`config.mk`:
```
export PLATFORM = sky130hd
export DESIGN_NAME = dmem_arbiter_flat
export DESIGN_NICKNAME = d
export VERILOG_FILES = /design/src/rtl/dmem_arbiter_if.sv /design/src/rtl/dmem_arbiter.sv /design/src/flat_wrapper.sv
export SDC_FILE = /design/constraint.sdc
export NUM_CORES = 1
export LEC_CHECK = 0
export CAP_MARGIN = 20
export CORE_MARGIN = 4
export CORE_UTILIZATION = 38
export DETAILED_ROUTE_END_ITERATION = 8
export GPL_TIMING_DRIVEN = 0
export PLACE_DENSITY = 0.88
export SLEW_MARGIN = 20
export SYNTH_ARGS = -nofsm -noshare
export SYNTH_HDL_FRONTEND = slang
export SYNTH_SLANG_ARGS = --single-unit
export TNS_END_PERCENT = 10
```
`constraint.sdc`:
```
create_clock -name clock -period 3 [get_ports clock]
set_input_delay 0.6 -clock clock [delete_from_list [all_inputs] [get_ports clock]]
set_output_delay 0.6 -clock clock [all_outputs]
set_load 0.01 [all_outputs]
```
`src/rtl/dmem_arbiter_if.sv`:
```
// rtl/dmem_arbiter_if.sv - two-port request/grant bus plus dmem side signals for dmem_arbiter
interface dmem_arbiter_if;
    logic        p0_req;
    logic        p0_wren;
    logic [11:0] p0_addr;
    logic [31:0] p0_wdata;
    logic        p0_grant;
    logic        p0_rvalid;
    logic [31:0] p0_rdata;

    logic        p1_req;
    logic        p1_wren;
    logic [11:0] p1_addr;
    logic [31:0] p1_wdata;
    logic        p1_grant;
    logic        p1_rvalid;
    logic [31:0] p1_rdata;

    logic [11:0] address_dmem;
    logic [31:0] data;
    logic        wren;
    logic [31:0] q_dmem;

    // master: requesters and the dmem macro; slave: the arbiter itself
    modport master (
        output p0_req, p0_wren, p0_addr, p0_wdata,
        input  p0_grant, p0_rvalid, p0_rdata,
        output p1_req, p1_wren, p1_addr, p1_wdata,
        input  p1_grant, p1_rvalid, p1_rdata,
        input  address_dmem, data, wren,
        output q_dmem
    );

    modport slave (
        input  p0_req, p0_wren, p0_addr, p0_wdata,
        output p0_grant, p0_rvalid, p0_rdata,
        input  p1_req, p1_wren, p1_addr, p1_wdata,
        output p1_grant, p1_rvalid, p1_rdata,
        output address_dmem, data, wren,
        input  q_dmem
    );
endinterface

```
`src/rtl/dmem_arbiter.sv`:
```
// rtl/dmem_arbiter.sv - round-robin two-port arbiter in front of a single-port data memory
module dmem_arbiter (
    input  logic          clock,
    input  logic          reset,
    dmem_arbiter_if.slave bus
);
    logic        r_last_granted;
    logic        r_p0_rvalid;
    logic        r_p1_rvalid;
    logic [31:0] r_p0_rdata;
    logic [31:0] r_p1_rdata;

    logic        w_grant0;
    logic        w_grant1;
    logic        w_p0_read;
    logic        w_p1_read;

    // Contention goes to the port that did not win last; reset masks every grant.
    always_comb begin
        w_grant0 = 1'b0;
        w_grant1 = 1'b0;
        if (!reset) begin
            if (bus.p0_req && bus.p1_req) begin
                w_grant0 = r_last_granted;
                w_grant1 = ~r_last_granted;
            end else begin
                w_grant0 = bus.p0_req;
                w_grant1 = bus.p1_req;
            end
        end
    end

    assign w_p0_read = w_grant0 & ~bus.p0_wren;
    assign w_p1_read = w_grant1 & ~bus.p1_wren;

    assign bus.p0_grant     = w_grant0;
    assign bus.p1_grant     = w_grant1;
    assign bus.address_dmem = w_grant1 ? bus.p1_addr  : bus.p0_addr;
    assign bus.data         = w_grant1 ? bus.p1_wdata : bus.p0_wdata;
    assign bus.wren         = (w_grant0 & bus.p0_wren) | (w_grant1 & bus.p1_wren);

    // dmem runs on the inverted clock, so q_dmem is settled by the edge ending the grant cycle.
    always_ff @(posedge clock) begin
        if (reset) begin
            r_last_granted <= 1'b1;
            r_p0_rvalid    <= 1'b0;
            r_p1_rvalid    <= 1'b0;
            r_p0_rdata     <= 32'h0000_0000;
            r_p1_rdata     <= 32'h0000_0000;
        end else begin
            if (w_grant0) begin
                r_last_granted <= 1'b0;
            end else if (w_grant1) begin
                r_last_granted <= 1'b1;
            end
            r_p0_rvalid <= w_p0_read;
            r_p1_rvalid <= w_p1_read;
            if (w_p0_read) begin
                r_p0_rdata <= bus.q_dmem;
            end
            if (w_p1_read) begin
                r_p1_rdata <= bus.q_dmem;
            end
        end
    end

    // A read granted just before reset rises must not show rvalid while reset is held.
    assign bus.p0_rvalid = r_p0_rvalid & ~reset;
    assign bus.p1_rvalid = r_p1_rvalid & ~reset;
    assign bus.p0_rdata  = r_p0_rdata;
    assign bus.p1_rdata  = r_p1_rdata;
endmodule
```
`src/flat_wrapper.sv`:
```
// flat-port wrapper written by rule: the top's interface ports become plain ports
module dmem_arbiter_flat 
  (clock, reset, bus_p0_req, bus_p0_wren, bus_p0_addr, bus_p0_wdata, bus_p0_grant, bus_p0_rvalid, bus_p0_rdata, bus_p1_req, bus_p1_wren, bus_p1_addr, bus_p1_wdata, bus_p1_grant, bus_p1_rvalid, bus_p1_rdata, bus_address_dmem, bus_data, bus_wren, bus_q_dmem);
  dmem_arbiter_if bus_i ();
  input  logic clock;
  input  logic reset;
  input wire logic [$bits(bus_i.p0_req)-1:0] bus_p0_req;
  input wire logic [$bits(bus_i.p0_wren)-1:0] bus_p0_wren;
  input wire logic [$bits(bus_i.p0_addr)-1:0] bus_p0_addr;
  input wire logic [$bits(bus_i.p0_wdata)-1:0] bus_p0_wdata;
  output wire logic [$bits(bus_i.p0_grant)-1:0] bus_p0_grant;
  output wire logic [$bits(bus_i.p0_rvalid)-1:0] bus_p0_rvalid;
  output wire logic [$bits(bus_i.p0_rdata)-1:0] bus_p0_rdata;
  input wire logic [$bits(bus_i.p1_req)-1:0] bus_p1_req;
  input wire logic [$bits(bus_i.p1_wren)-1:0] bus_p1_wren;
  input wire logic [$bits(bus_i.p1_addr)-1:0] bus_p1_addr;
  input wire logic [$bits(bus_i.p1_wdata)-1:0] bus_p1_wdata;
  output wire logic [$bits(bus_i.p1_grant)-1:0] bus_p1_grant;
  output wire logic [$bits(bus_i.p1_rvalid)-1:0] bus_p1_rvalid;
  output wire logic [$bits(bus_i.p1_rdata)-1:0] bus_p1_rdata;
  output wire logic [$bits(bus_i.address_dmem)-1:0] bus_address_dmem;
  output wire logic [$bits(bus_i.data)-1:0] bus_data;
  output wire logic [$bits(bus_i.wren)-1:0] bus_wren;
  input wire logic [$bits(bus_i.q_dmem)-1:0] bus_q_dmem;
  assign bus_i.p0_req = bus_p0_req;
  assign bus_i.p0_wren = bus_p0_wren;
  assign bus_i.p0_addr = bus_p0_addr;
  assign bus_i.p0_wdata = bus_p0_wdata;
  assign bus_p0_grant = bus_i.p0_grant;
  assign bus_p0_rvalid = bus_i.p0_rvalid;
  assign bus_p0_rdata = bus_i.p0_rdata;
  assign bus_i.p1_req = bus_p1_req;
  assign bus_i.p1_wren = bus_p1_wren;
  assign bus_i.p1_addr = bus_p1_addr;
  assign bus_i.p1_wdata = bus_p1_wdata;
  assign bus_p1_grant = bus_i.p1_grant;
  assign bus_p1_rvalid = bus_i.p1_rvalid;
  assign bus_p1_rdata = bus_i.p1_rdata;
  assign bus_address_dmem = bus_i.address_dmem;
  assign bus_data = bus_i.data;
  assign bus_wren = bus_i.wren;
  assign bus_i.q_dmem = bus_q_dmem;
  dmem_arbiter u_core (.clock(clock), .reset(reset), .bus(bus_i));
endmodule
```
==> impl_metrics.json <==
{
  "yosys.cell_count.top_type": "dfxtp_1",
  "syn_inst": 348,
  "dr.pass1.iters": 4,
  "io_buffers": 238,
  "grt_pass1_wl_um": 19400,
  "intPower_uw": 1620,
  "grt_max_degree": 12,
  "rows": 34,
  "cts_inserted_buffers": 9,
  "dp_hpwl_um": 10600,
  "cts_root_buffer": "clkbuf_8",
  "fp.dieW_um": 102,
  "post_dp_cell_area_um2": 5890,
  "setup_ws_ns": -0.0712,
  "violations": "negative setup slack",
  "yosys_register_bits": 67,
  "vdd_drop_max_mv": 0.195,
  "dr_total_vias": 3459,
  "synth_edf_count": 0,
  "cp_cell_sequence": "clkdlybuf4s50_1 > buf_2 > or2b_1 > nor2_1 > a22o_1 > clkdlybuf4s50_1",
  "outcome": "finished with violations",
  "ios": 239,
  "cpMostUsedCell": "clkdlybuf4s50_1",
  "syn_to_final_growth_pct": 80.5,
  "area.sequential_um2": 1340,
  "antennaDiodeCount": 0,
  "drcViolationCount": 0,
  "wirelength_um": 13100,
  "synthTopCellsByCount": "dfxtp_1 (67), nand2b_1 (66), o21ai_0 (55)",
  "final_hold_viol_count": 0,
  "max_stage_delay_ns": 0.54,
  "path_clk_slew_ns": 0.08,
  "ant_nets": 0,
  "cts_num_sinks": 67,
  "synth_flop_cell": "dfxtp_1",
  "critPathBufInv": 3,
  "worst_pin_slew_ns": 0.453,
  "n_fill_cell": 704,
  "final_cell_count_no_fill": 715,
  "grt_pass1_vias": 3638,
  "swShare": 0.267,
  "hold_slack_ns": 0.476,
  "hp-class": "flip-flop to flip-flop",
  "final_area_um2": 6090,
  "fin_crit_sh": 1.02,
  "endpoint_kind": "primary output",
  "antenna_found_initial": 0,
  "viasPerCell": 4.84,
  "setup_viol": 1,
  "multi_input_area_um2": 1860,
  "yosys-top-cells-area": "dfxtp_1 (40%), mux2_2 (15%), nand2b_1 (12%)",
  "p_clk_frac": 0.294,
  "synth_top_area_frac": 0.398,
  "synth_fp_nets": 474,
  "cts_tree": "yes",
  "rsz0062_at_grt": "true",
  "seq_power_share": 0.432,
  "cap_violations": 0,
  "dpl.cell_count": 694,
  "die_area_um2": 10400,
  "die_y_um": 102,
  "yosysSeqAreaShare": 0.398,
  "grt_overflow": 0,
  "crit_required_ns": 2.40,
  "power_density_nw_per_um2": 363,
  "yosysWarnings": 0,
  "async_reset_ff_frac": 0,
  "final.min_clock_period_ns": 3.07,
  "fin_skew_ns": 0.00726,
  "slowest_stage": "clkdlybuf4s50_1",
  "p_total_uw": 2210,
  "max-slew-margin-rel": 0.697,
  "gp_congestion": 0.837,
  "path_class": "primary input to primary output",
  "synth_area_um2": 3370,
  "start_util": 0.389,
  "coreArea_um2": 8680,
  "layout-drive-gt1-share": 0.150,
  "fmax_mhz": 326,
  "h-tree-depth": 3,
  "ys_types": 22,
  "clk_latency_ns": 0.34,
  "worstPathMaxFanout": 10,
  "cts_buffer_depth": 2,
  "nNetsFinal": 729,
  "grt_use_total": 0.245,
  "tns_ns": -0.0712,
  "p_comb_frac": 0.274,
  "critPathLaunchType": "primary input",
  "crit_family": "buffers and inverters",
  "leakagePower_uw": 0.00248,
  "switching_power_uw": 591,
  "drv_slew": 0,
  "synth_largest_area_cell": "dfxtp_1",
  "synth.avg_cell_area_um2": 9.69,
  "drt_iter0_drc": 77,
  "worstPathArrival_ns": 2.47,
  "wire_per_inst_um": 18.3
}
## power by group through the flow
stage                     logic (uW)  registers, uW  clock network [uW]
after floorplan                  214            989                   0
after global placement           619            972                   0
after detailed placement         624            973                   0
after CTS                        609            953                 661
after global routing             644            958                 696
final                            605            954                 651
## worst paths after layout
| path | startpoint | end | slack, ns | depth (start not counted) |
|---|---|---|---|---|
| worst max-delay path | reset | bus_wren | -0.07 | 6 |
| worst min-delay path | u_core.bus.p1_rdata[7]$_SDFFE_PP0P_ | u_core.bus.p1_rdata[7]$_SDFFE_PP0P_ | 0.48 | 2 |
| worst max register to register | u_core.r_last_granted$_SDFFE_PP1P_ | u_core.bus.p0_rdata[12]$_SDFFE_PP0P_ | 1.53 | 4 |
| worst min register to register | u_core.bus.p1_rdata[7]$_SDFFE_PP0P_ | u_core.bus.p1_rdata[7]$_SDFFE_PP0P_ | 0.48 | 2 |
## cell families (layout without fill, tap and decap cells)
logic type | Yosys count | after routing | synth area share
compound gates | 67 | 67 | 0.104
buf+inv | 28 | 287 | 0.0512
flops | 67 | 67 | 0.398
mux | 76 | 76 | 0.242
simple gates | 110 | 110 | 0.205
## layout make-up
cell class / count / area share
plain buffers: 28 / 0.0321
clock buffers: 10 / 0.0226
clock inverters: 5 / 0.00493
multi-input cells: 253 / 0.305
flip-flops and latches: 67 / 0.220
well taps: 108 / 0.0222
repair buffers: 244 / 0.393
## cells in the final DEF, fill, tap and decap left out, types with 3 or more instances in the layout
cell type	netlist	layout
dlygate4sd2_1	0	18
clkdlybuf4s50_1	0	193
clkbuf_8	0	10
dlymetal6s2s_1	0	10
buf_6	1	3
mux2_2	44	44
o21ai_0	55	55
nand2b_1	66	66
mux2i_1	32	32
dfxtp_1	67	67
clkdlybuf4s15_1	0	9
buf_4	5	7
clkinv_2	0	3
o21ai_1	10	10
clkbuf_1	13	13
buf_2	4	4
nor2b_1	35	35
clkbuf_2	3	11
## registers in the layout, indices dropped and copies added, names as in the netlist
signal	flops
u_core.bus.p0_rdata	32
u_core.bus.p1_rdata	32
u_core.r_last_granted	1
u_core.r_p0_rvalid	1
u_core.r_p1_rvalid	1
## through the flow
step           worst slack [ns]   util
6_report                -0.0712  0.702
5_1_grt                  -0.132  0.702
4_1_cts                  -0.163  0.699
3_5_place_dp             -0.251  0.679
3_3_place_gp             -0.241  0.679
2_1_floorplan             0.859      -
## routing by layer
layer | global-route usage | share of wire
met2 | 0.468 | 0.55
met4 | 0.0656 | 0.015
met1 | 0.261 | 0.36
met3 | 0.0717 | 0.080
met5 | 0 | 0
## tightest hold or removal path, cell delays in order (launching register included)
cell      delay, ns
dfxtp_1        0.31
nand2b_1       0.07
mux2i_1        0.06
## what timing repair did
action,in CTS,in global routing
pin swaps,1,1
setup endpoints to repair,42,32
gates resized for setup,42,36
hold buffers,0,0
setup buffers,4,2
hold endpoints to repair,0,0
Note: power is estimated with default switching activity, not from simulation.
